$ cat config.mk
export PLATFORM = sky130hd
export DESIGN_NAME = rsa_word_sequencer
export DESIGN_NICKNAME = d
export VERILOG_FILES = /design/src/rtl/rsa_word_sequencer.sv
export SDC_FILE = /design/constraint.sdc
export NUM_CORES = 1
export LEC_CHECK = 0
export ABC_AREA = 1
export CORE_ASPECT_RATIO = 1.25
export CORE_UTILIZATION = 46
export CTS_CLUSTER_DIAMETER = 100
export DETAILED_ROUTE_END_ITERATION = 16
export PLACE_DENSITY = 0.81
export RECOVER_POWER = 100
export SLEW_MARGIN = 30
export SYNTH_ARGS = -nofsm -noshare
export SYNTH_HDL_FRONTEND = slang
export SYNTH_SLANG_ARGS = --single-unit
$ cat constraint.sdc
create_clock -name clk -period 2 [get_ports clk]
set_input_delay 0.3 -clock clk [delete_from_list [all_inputs] [get_ports clk]]
set_output_delay 0.3 -clock clk [all_outputs]
set_load 0.02 [all_outputs]
$ cat src/rtl/rsa_word_sequencer.sv
// rsa_word_sequencer
//   Packs a byte stream (MSB first) into 32-bit words. It hands each word to an
//   external modular exponentiator, then streams the 32-bit result back out as
//   bytes (MSB first). Only one word is in flight at a time.
//
// Optional feature: define RSA_SEQ_TIMEOUT_EN to abort a WAIT that lasts
//   TIMEOUT_CYCLES cycles. The abort pulses err_timeout and fme_rst.
//
// Ports
//   clk, rst                      clock; synchronous active-high reset
//   key_load, key_e, key_n        key capture (only when idle between words)
//   in_valid/in_data/in_ready     byte input handshake
//   out_valid/out_data/out_ready  byte output handshake
//   fme_start, fme_base, fme_exponent, fme_modulo   exponentiator request
//   fme_result, fme_done          exponentiator response
//   fme_rst                       exponentiator abort/reset
//   err_range                     pulse: word >= modulus, word dropped
//   err_timeout                   pulse: exponentiator timed out
//   key_valid                     keys loaded and key_n >= 2
module rsa_word_sequencer #(
    parameter int unsigned TIMEOUT_CYCLES = 4096
) (
    input  logic        clk,
    input  logic        rst,
    input  logic        key_load,
    input  logic [31:0] key_e,
    input  logic [31:0] key_n,
    input  logic        in_valid,
    input  logic [7:0]  in_data,
    output logic        in_ready,
    output logic        out_valid,
    output logic [7:0]  out_data,
    input  logic        out_ready,
    output logic        fme_start,
    output logic [31:0] fme_base,
    output logic [31:0] fme_exponent,
    output logic [31:0] fme_modulo,
    input  logic [31:0] fme_result,
    input  logic        fme_done,
    output logic        fme_rst,
    output logic        err_range,
    output logic        err_timeout,
    output logic        key_valid
);

    typedef enum logic [1:0] {COLLECT, START, WAIT, EMIT} state_t;

    state_t      state_q;
    logic [1:0]  cnt_q;        // byte index: input bytes in COLLECT, output bytes in EMIT
    logic [31:0] word_q;
    logic [31:0] res_q;
    logic [31:0] key_e_q;
    logic [31:0] key_n_q;
    logic        key_valid_q;
    logic        out_of_range;
    logic        tmo_fire;

    assign out_of_range = (word_q >= key_n_q);

`ifdef RSA_SEQ_TIMEOUT_EN
    localparam int unsigned TW = $clog2(TIMEOUT_CYCLES + 1);

    logic [TW-1:0] wait_cnt_q;
    logic          tmo_q;

    // Fire on the last allowed WAIT cycle. The pulse is registered, so it
    // appears in the first cycle back in COLLECT. A done pulse in the same
    // cycle takes priority.
    assign tmo_fire = (state_q == WAIT) && !fme_done &&
                      (wait_cnt_q == TW'(TIMEOUT_CYCLES - 1));

    always_ff @(posedge clk) begin
        if (rst) begin
            wait_cnt_q <= '0;
            tmo_q      <= 1'b0;
        end else begin
            wait_cnt_q <= (state_q == WAIT) ? wait_cnt_q + TW'(1) : '0;
            tmo_q      <= tmo_fire;
        end
    end

    assign err_timeout = tmo_q & ~rst;
    assign fme_rst     = rst | tmo_q;
`else
    // The parameter has no effect unless the timeout is built in.
    logic unused_tmo;
    assign unused_tmo  = (TIMEOUT_CYCLES == 0);
    assign tmo_fire    = 1'b0;
    assign err_timeout = 1'b0;
    assign fme_rst     = rst;
`endif

    always_ff @(posedge clk) begin
        if (rst) begin
            state_q     <= COLLECT;
            cnt_q       <= 2'd0;
            word_q      <= '0;
            res_q       <= '0;
            key_e_q     <= '0;
            key_n_q     <= '0;
            key_valid_q <= 1'b0;
        end else begin
            case (state_q)
                COLLECT: begin
                    // Keys may only change between words, so the operands
                    // stay stable for the whole exponentiation.
                    if (key_load && cnt_q == 2'd0) begin
                        key_e_q     <= key_e;
                        key_n_q     <= key_n;
                        key_valid_q <= (key_n >= 32'd2);
                    end
                    if (in_valid && in_ready) begin
                        word_q <= {word_q[23:0], in_data};
                        cnt_q  <= cnt_q + 2'd1;
                        if (cnt_q == 2'd3)
                            state_q <= START;
                    end
                end
                START: begin
                    if (out_of_range) begin
                        word_q  <= '0;
                        state_q <= COLLECT;
                    end else begin
                        state_q <= WAIT;
                    end
                end
                WAIT: begin
                    if (fme_done) begin
                        res_q   <= fme_result;
                        state_q <= EMIT;
                    end else if (tmo_fire) begin
                        word_q  <= '0;
                        state_q <= COLLECT;
                    end
                end
                EMIT: begin
                    // cnt_q is 0 on entry. It wraps back to 0 after 4 bytes,
                    // ready for the next input word.
                    if (out_ready) begin
                        res_q <= {res_q[23:0], 8'h00};
                        cnt_q <= cnt_q + 2'd1;
                        if (cnt_q == 2'd3)
                            state_q <= COLLECT;
                    end
                end
                default: state_q <= COLLECT;
            endcase
        end
    end

    // Outputs decode from registered state only.
    // Reset forces all outputs to 0 in the reset cycle itself.
    assign in_ready     = ~rst && (state_q == COLLECT) && key_valid_q;
    assign out_valid    = ~rst && (state_q == EMIT);
    assign out_data     = out_valid ? res_q[31:24] : 8'h00;
    assign fme_start    = ~rst && (state_q == START) && !out_of_range;
    assign err_range    = ~rst && (state_q == START) && out_of_range;
    assign fme_base     = rst ? 32'd0 : word_q;
    assign fme_exponent = rst ? 32'd0 : key_e_q;
    assign fme_modulo   = rst ? 32'd0 : key_n_q;
    assign key_valid    = ~rst && key_valid_q;

endmodule

## Yosys cells after proc, flatten, opt, wreduce, memory -nomap -nowiden

Cells that the tools add are included.

| storage, ports and cells | value |
|---|---|
| logic and storage cells | 61 |
| register bits | 133 |

| operators by class | value |
|---|---|
| add/subtract/negate cells | 1 |
| reduce and logical (&&, ||, !) cells | 20 |
| equality and inequality tests | 10 |
| order comparisons | 2 |
| multiplexer cells | 20 |
| bitwise logic cells | 1 |

Operator list:

| cell | number |
|---|---|
| 32-bit 2-to-1 mux | 7 |
| 32-bit case mux with 2 select lines | 2 |
| 32-bit by 2-bit greater-or-equal comparator with 1-bit output (second input constant) | 1 |
| 32-bit greater-or-equal comparator | 1 |
| 2-bit 2-to-1 mux | 8 |
| 2-bit != test (second input constant) | 6 |
| 1-bit logical AND | 9 |
| 3-bit AND reduction | 3 |
| 8-bit 2-to-1 mux | 1 |
| 2-bit case mux with 4 select lines | 1 |
| 2-bit == test (second input constant) | 3 |
| 2-bit nonzero test | 3 |
| 5-bit AND reduction | 1 |
| 2-bit zero test | 2 |
| 2-bit case mux with 2 select lines | 1 |
| 2-bit by 1-bit adder with 2-bit output (second input constant) | 1 |
| 2-bit by 1-bit == test with 1-bit output (second input constant) | 1 |
| 2-bit AND reduction | 1 |
| 1-bit zero test | 1 |
| 1-bit NOT | 1 |

## Logic depth before layout (Yosys ltp)

Gate-level depths: netlist (run 1).

| depth | value |
|---|---|
| depth after elaboration | 6 |
| gate-level depth with buffers | 17 |
| gate-level depth less buffers | 16 |

## Worst setup path after synthesis (run 1)

No wires, ideal clock.

| timing path | value |
|---|---|
| path kind | flip-flop to output port |
| from | register key_n_q[15] |
| to | output err_range |
| cell stages (with the launch flop) | 14 |
| setup slack | -0.016 ns |
| data arrival time | 1.716 ns |
| required time | 1.700 ns |
| cells stage by stage | dfxtp_1 > inv_1 > ha_1 > nand2_1 > nor2_1 > nand2_1 > nor2_1 > nor2_1 > nand2_1 > nand2_1 > nand2_1 > nand2_2 > buf_2 > nor2_1 |

| on the way | value |
|---|---|
| cells in the longest elaborated chain, start to end | 2 |

Ends and longest elaborated chain:

| item | RTL line | RTL |
|---|---|---|
| start: declaration | 53 | `logic [31:0] key_n_q;` |
| start signal: assignment | 109 | `key_n_q <= key_n;` |
| 32-bit greater-or-equal comparator | 58 | `assign out_of_range = (word_q >= key_n_q);` |
| 1-bit logical AND | 157 | `assign err_range = ~rst && (state_q == START) && out_of_range;` |
| end: declaration | 41 | `output logic err_range,` |

No other way between the ends.

## Worst setup path after layout (run 1)

| timing path | value |
|---|---|
| from | register key_n_q[14] |
| to | output err_range |

Same word-level chain as after synthesis.

==> impl_metrics.json, run 1 <==
{
  "status": "finished with violations",
  "violations": "negative setup slack",
  "hpwl_um": 13800,
  "ir_worst_vdd_uv": 556,
  "htreeDepth": 4,
  "hold_viol": 0,
  "cp.required_ps": 1700,
  "maxSlewHeadroom_pct": 39.8,
  "grt_usage_pct": 27.7,
  "synthSimpleGateAreaFrac_pct": 22.6,
  "ys_dominant_reg_cell": "dfxtp_1",
  "final_cell_mix": "clkdlybuf4s50_1 (174), nand2_1 (153), dfxtp_1 (115)",
  "max_freq_ghz": 0.420,
  "critical-path-max-stage-delay_ps": 330,
  "crit_fanout": 2,
  "crit_chain": "inv_2, ha_4, nand2_4, nor2_4, nand2_2, nor2_2, nor2_1, nand2_1, nand2_2, nand2_4, nand2_4, nor2_4, buf_6",
  "initial_core_util_pct": 47.8,
  "dr.first_iter.drc_count": 549,
  "grt_remaining_overflow": 0,
  "die_h_um": 134,
  "cts-root-buf": "clkbuf_16",
  "drive_gt1_share_pct": 17.9,
  "area_growth_syn_to_layout_pct": 56.4,
  "p_leak_uw": 0.00434,
  "clk_latency_ps": 420,
  "worstMarginPinSlew_ps": 903,
  "worstSetupEndpointType": "output port",
  "cp_common_cell": "nand2_4",
  "synth_edf_count": 0,
  "ys_ff_latch": 133,
  "gp_congestion": 0.870,
  "vias": 7041,
  "die-area_um2": 14400,
  "power_density_nw_per_um2": 708,
  "synth_cell_types": 31,
  "cts_tree": "yes",
  "min_period_over_period_pct": 119,
  "dieWidth_um": 108,
  "place_ws_ps": -418,
  "wl_um": 21600,
  "first_pass_iters": 5,
  "syn_area_um2": 6410,
  "synthXorXnorAreaFrac_pct": 0,
  "postRouteAntennaNets": 0,
  "syn_nets": 1063,
  "grt_max_degree": 93,
  "viasPerCell": 5.17,
  "synth_area_leaders": "dfxtp_1 (42%), nand2_1 (9.7%), inv_1 (7.4%)",
  "final-setup-viol-count": 69,
  "async_reset_ff_share_pct": 0,
  "final-max-slew-violation-count": 0,
  "path_class": "flip-flop to output port",
  "crit_slowest_cell": "dfxtp_2",
  "hold_start": "in_data[5]",
  "drc": 0,
  "crit_arrival_ps": 2080,
  "netlist.top_cell.by_area": "dfxtp_1",
  "synthMuxAreaShare_pct": 0,
  "cp-start-kind": "flip-flop",
  "cts.clk_slew.worst_paths_ps": 60,
  "grt_pass1_vias": 6636,
  "fin_cells": 1362,
  "p_total_uw": 7090,
  "antenna_found_initial": 1,
  "avgSynthCellArea_um2": 6.97,
  "synth-compound-area-share_pct": 17.3,
  "final_common_cell": "clkdlybuf4s50_1",
  "dpl.cell_count": 1326,
  "wl_per_cell_um": 15.9,
  "yosysSeqAreaShare_pct": 41.6,
  "yosys.area_share.adder_pct": 6.64,
  "synth_top_family_by_area": "simple AND/OR/NAND/NOR gates",
  "final_nets": 1322,
  "ioPinCount": 221,
  "setup_ws_ps": -379,
  "yosysWarnings": 0,
  "antenna_cells": 0,
  "cap_viol_max_count": 0,
  "clk_path_buf_depth": 2,
  "clock_sinks": 133,
  "core_um2": 13400,
  "synth.top_cell.area_share_pct": 41.6,
  "cts_buffers": 17,
  "finClkSkew_ps": 11.5,
  "io_buffer_count": 219,
  "fin_crit_ps": 2380,
  "cp-startpoint": "key_n_q[14]$_SDFFE_PP0P_",
  "syn_inst": 919,
  "hold_ws_ps": 442,
  "hp-class": "input port to flip-flop",
  "fp-row-count": 47,
  "grt_pass1_wl_um": 31400,
  "rsz0062_at_grt": "true"
}
-- through the flow --
stage / instance area [um2] / TNS, ps / utilization [%]
3_3_place_gp: 9200 / -670 / 68.6
4_1_cts: 9890 / -702 / 73.7
3_5_place_dp: 9200 / -759 / 68.6
6_report: 10000 / -4860 / 74.7
2_1_floorplan: 6410 / 0 / -
5_1_grt: 10000 / -13870 / 74.7
-- routing by layer --
layer | GRT usage (%) | wire, um
met1 | 31.6 | 8450
met3 | 5.98 | 1560
met2 | 49.2 | 10700
met5 | 0 | 12
met4 | 11.9 | 904
-- timing repair --
action                                  CTS  global route
endpoints found under the setup margin   38            67
hold buffers                              0             0
resized for setup                        80            83
gates cloned                              0             0
pin swaps                                16            20
buffers inserted                          3             1
-- state kept, by name, indices dropped and copies added (netlist names), named ones only --
name	flops
res_q	32
key_e_q	32
key_n_q	32
cnt_q	2
state_q	1
key_valid_q	1
word_q	32
-- final cells by class --
type,count,area [um2]
clock buffer,23,468
clock inverter,9,78.8
fill,985,3390
inverter,129,484
multi-input combinational,599,3360
sequential,133,2690
tap,171,214
timing repair buffer,298,2730
-- synth_stat cells, types with 2 or more instances --
library cell    n
a21o_1          2
a21oi_1        88
a31oi_1        24
buf_1          10
buf_2          12
buf_4           2
buf_6           5
clkbuf_1       29
dfxtp_1       133
ha_1           34
inv_1         127
inv_2           2
nand2_1       166
nand2_2         3
nand3_1        41
nand4_1         4
nor2_1        123
nor2_2          2
nor4_1          7
o21a_1          2
o21ai_0        84
o21ai_1        10
-- path summary, 6_finish.rpt --
check | end | slack (ps) | cells past startpoint
worst max-delay path | err_range | -380 | 13
worst min-delay path | word_q[5]$_SDFFE_PP0P_ | 440 | 3
worst max register to register | res_q[25]$_SDFFE_PP0P_ | -120 | 9
worst min register to register | key_e_q[23]$_SDFFE_PP0P_ | 450 | 2
-- where the power goes --
| part | total, uW | internal (uW) | switching [uW] |
|---|---|---|---|
| Sequential | 2840 | 2790 | 52.3 |
| Combinational | 1350 | 653 | 702 |
| Clock | 2900 | 1760 | 1130 |
-- critical path, delay by kind of cell, from the launching register on --
| family | cells | cell delay (ps) |
|---|---|---|
| flops | 1 | 330 |
| buf+inv | 2 | 170 |
| fa+ha+maj | 1 | 270 |
| simple gates | 10 | 890 |
-- cell families (layout without fill, tap and decap cells) --
| logic type | count (synthesis) | in the layout |
|---|---|---|
| and+or+nand+nor | 352 | 352 |
| other | 1 | 1 |
| DFF | 133 | 133 |
| adders and majority gates | 34 | 34 |
| buffers and inverters | 187 | 459 |
| AOI/OAI and AO/OA | 212 | 212 |
(Power assumes the default switching activity.)
==> run 2: changes to the inputs <==
ABC_AREA = unset   (was 1)
CORE_UTILIZATION = 47   (was 46)
==> run 2 against run 1 <==
Against the previous run:
- the flow still finishes with violations (negative setup slack)
- non-clock buffer count grew 28
- design area grew 9.0%
- utilization grew 3.3 points
- clock skew grew 0.78 ps
- flip-flop and latch count is the same
- worst hold slack lost 110 ps
- critical endpoint unchanged
- largest cell class unchanged
==> impl_metrics.json, run 2 <==
{
  "status": "finished with violations",
  "violations": "negative setup slack",
  "die_h_um": 137,
  "ys_dominant_reg_cell": "dfxtp_1",
  "async_reset_ff_share_pct": 0,
  "multi_input_area_um2": 4250,
  "place_ws_ps": -718,
  "cp-start-kind": "flip-flop",
  "regArea_um2": 2690,
  "hpwl_um": 14400,
  "postRouteAntennaNets": 0,
  "io_buffer_count": 219,
  "hp-class": "input port to flip-flop",
  "dieWidth_um": 110,
  "clk_latency_ps": 430,
  "final_cell_mix": "nand2_1 (228), clkdlybuf4s50_1 (128), dfxtp_1 (110)",
  "viasPerCell": 5.60,
  "synth_cell_types": 48,
  "grt_usage_pct": 30.6,
  "setup_ws_ps": -771,
  "wl_um": 25100,
  "core_um2": 14000,
  "grt_pass1_wl_um": 35100,
  "grt_pass1_vias": 7158,
  "hold_viol": 0,
  "avgSynthCellArea_um2": 7.87,
  "final-setup-viol-count": 65,
  "final-max-slew-violation-count": 0,
  "ioPinCount": 221,
  "final_common_cell": "nand2_1",
  "dr.first_iter.drc_count": 482,
  "syn_nets": 1010,
  "fin_crit_ps": 2770,
  "r2r_slack_ps": -570,
  "crit_arrival_ps": 2470,
  "gp_congestion": 0.856,
  "grt_max_degree": 73,
  "synth_edf_count": 0,
  "place_area_um2": 9670,
  "cp-startpoint": "key_n_q[12]$_SDFFE_PP0P_",
  "min_period_over_period_pct": 139,
  "clock_sinks": 133,
  "fillers": 952,
  "maxSlewHeadroom_pct": 58.3,
  "path_class": "flip-flop to output port",
  "cp.required_ps": 1700,
  "area_growth_syn_to_layout_pct": 60.3,
  "cts.clk_slew.worst_paths_ps": 70,
  "power_density_nw_per_um2": 673,
  "syn_inst": 866,
  "cts_buffers": 17,
  "ys_top_cells_by_count": "nand2_1 (228), dfxtp_1 (133), a21oi_1 (79)",
  "worstSetupEndpointType": "output port",
  "ir_worst_vdd_uv": 481,
  "drive_gt1_share_pct": 23.0,
  "finClkSkew_ps": 12.3,
  "crit_fanout": 3,
  "p_total_uw": 7340,
  "first_pass_iters": 5,
  "p_leak_uw": 0.00434,
  "clk_path_buf_depth": 2,
  "worstMarginPinSlew_ps": 626,
  "finalInstanceArea_um2": 10900,
  "grt_remaining_overflow": 0,
  "synth_area_leaders": "dfxtp_1 (39%), nand2_1 (13%), ha_1 (6.2%)",
  "vias": 7466,
  "htreeDepth": 4,
  "hold_buffers": 0,
  "yosysWarnings": 0,
  "drc": 0,
  "antenna_found_initial": 0,
  "yosysSeqAreaShare_pct": 39.1,
  "final_nets": 1289,
  "worstReg2RegEnd": "word_q[23]$_SDFFE_PP0P_",
  "cts-root-buf": "clkbuf_16",
  "fp-row-count": 48,
  "worstSetupEndpoint": "err_range",
  "die-area_um2": 15000,
  "netlist.top_cell.by_area": "dfxtp_1",
  "rsz0062_at_grt": "true",
  "synth.top_cell.area_share_pct": 39.1,
  "wl_per_cell_um": 18.9,
  "cts_tree": "yes",
  "antenna_cells": 0,
  "max_freq_ghz": 0.361,
  "synthMostInstantiatedCell": "nand2_1",
  "r2r_start": "word_q[20]$_SDFFE_PP0P_",
  "final_util_pct": 78.0,
  "initial_core_util_pct": 48.7,
  "ys_ff_latch": 133,
  "rr_worst_depth": 10,
  "syn_area_um2": 6810,
  "cap_viol_max_count": 0
}
run 2: routing by layer:
layer | vias up | part of all wire [%] | GRT usage (%)
li1 | 3463 | - | -
met1 | 3458 | 36 | 32.7
met2 | 410 | 50 | 53.3
met3 | 135 | 7.1 | 6.81
met4 | 0 | 6.7 | 20.9
met5 | - | 0 | 0
run 2: report_power, final:
part	internal, uW	switching [uW]	leakage [uW]
Sequential	2760	59.7	0.00109
Combinational	594	603	0.00295
Clock	2000	1330	0.000299
Total	5350	1990	0.00434
run 2: worst max-delay path: stages, from the launching register on:
cell      delay, ps
dfxtp_2         340
inv_2            40
ha_1            280
nand4_1         190
nor4_2          380
a32oi_2         230
a21boi_4        290
o21ba_4         180
buf_6           110
run 2: cells by family after synthesis:
group	count (synthesis)	synth area share, %
xor gates and xnor gates	1	0.129
adders and majority gates	34	6.25
DFF	133	39.1
other	1	0.0551
AOI/OAI and AO/OA	161	18.6
muxes	2	0.312
buffers and inverters	101	6.74
and+or+nand+nor	433	28.8
run 2: worst min path at each step:
| stage | from | to | slack [ps] | cells past startpoint |
|---|---|---|---|---|
| after floorplan | in_data[0] | word_q[0]$_SDFFE_PP0P_ | 420 | 2 |
| after global placement | key_e_q[28]$_SDFFE_PP0P_ | key_e_q[28]$_SDFFE_PP0P_ | 440 | 2 |
| after detailed placement | key_e_q[1]$_SDFFE_PP0P_ | key_e_q[1]$_SDFFE_PP0P_ | 440 | 2 |
| after CTS | rst | key_n_q[22]$_SDFFE_PP0P_ | 310 | 3 |
| after global routing | rst | key_n_q[25]$_SDFFE_PP0P_ | 330 | 3 |
| final | rst | key_n_q[19]$_SDFFE_PP0P_ | 330 | 3 |
run 2: what timing repair did:
action,in CTS,in global routing
setup endpoints to repair,52,73
pin swaps,31,34
endpoints found under the hold margin,0,0
setup buffers,14,12
gates cloned,4,0
gates resized for setup,124,87
run 2: stage by stage:
step / hold slack [ps] / std cells / setup TNS, ps
floorplan: 418 / 866 / 0
global placement: 437 / 1277 / -6460
detailed placement: 442 / 1277 / -8370
CTS: 306 / 1325 / -7380
global route: 327 / 1333 / -25550
finish: 334 / 1333 / -18750
run 2: cell type report:
class / count / area share (%)
multi-input combinational: 632 / 38.9
timing repair buffer: 326 / 27.5
sequential: 133 / 24.7
clock buffer: 17 / 3.90
tap: 175 / 2.01
clock inverter: 15 / 1.78
inverter: 35 / 1.20
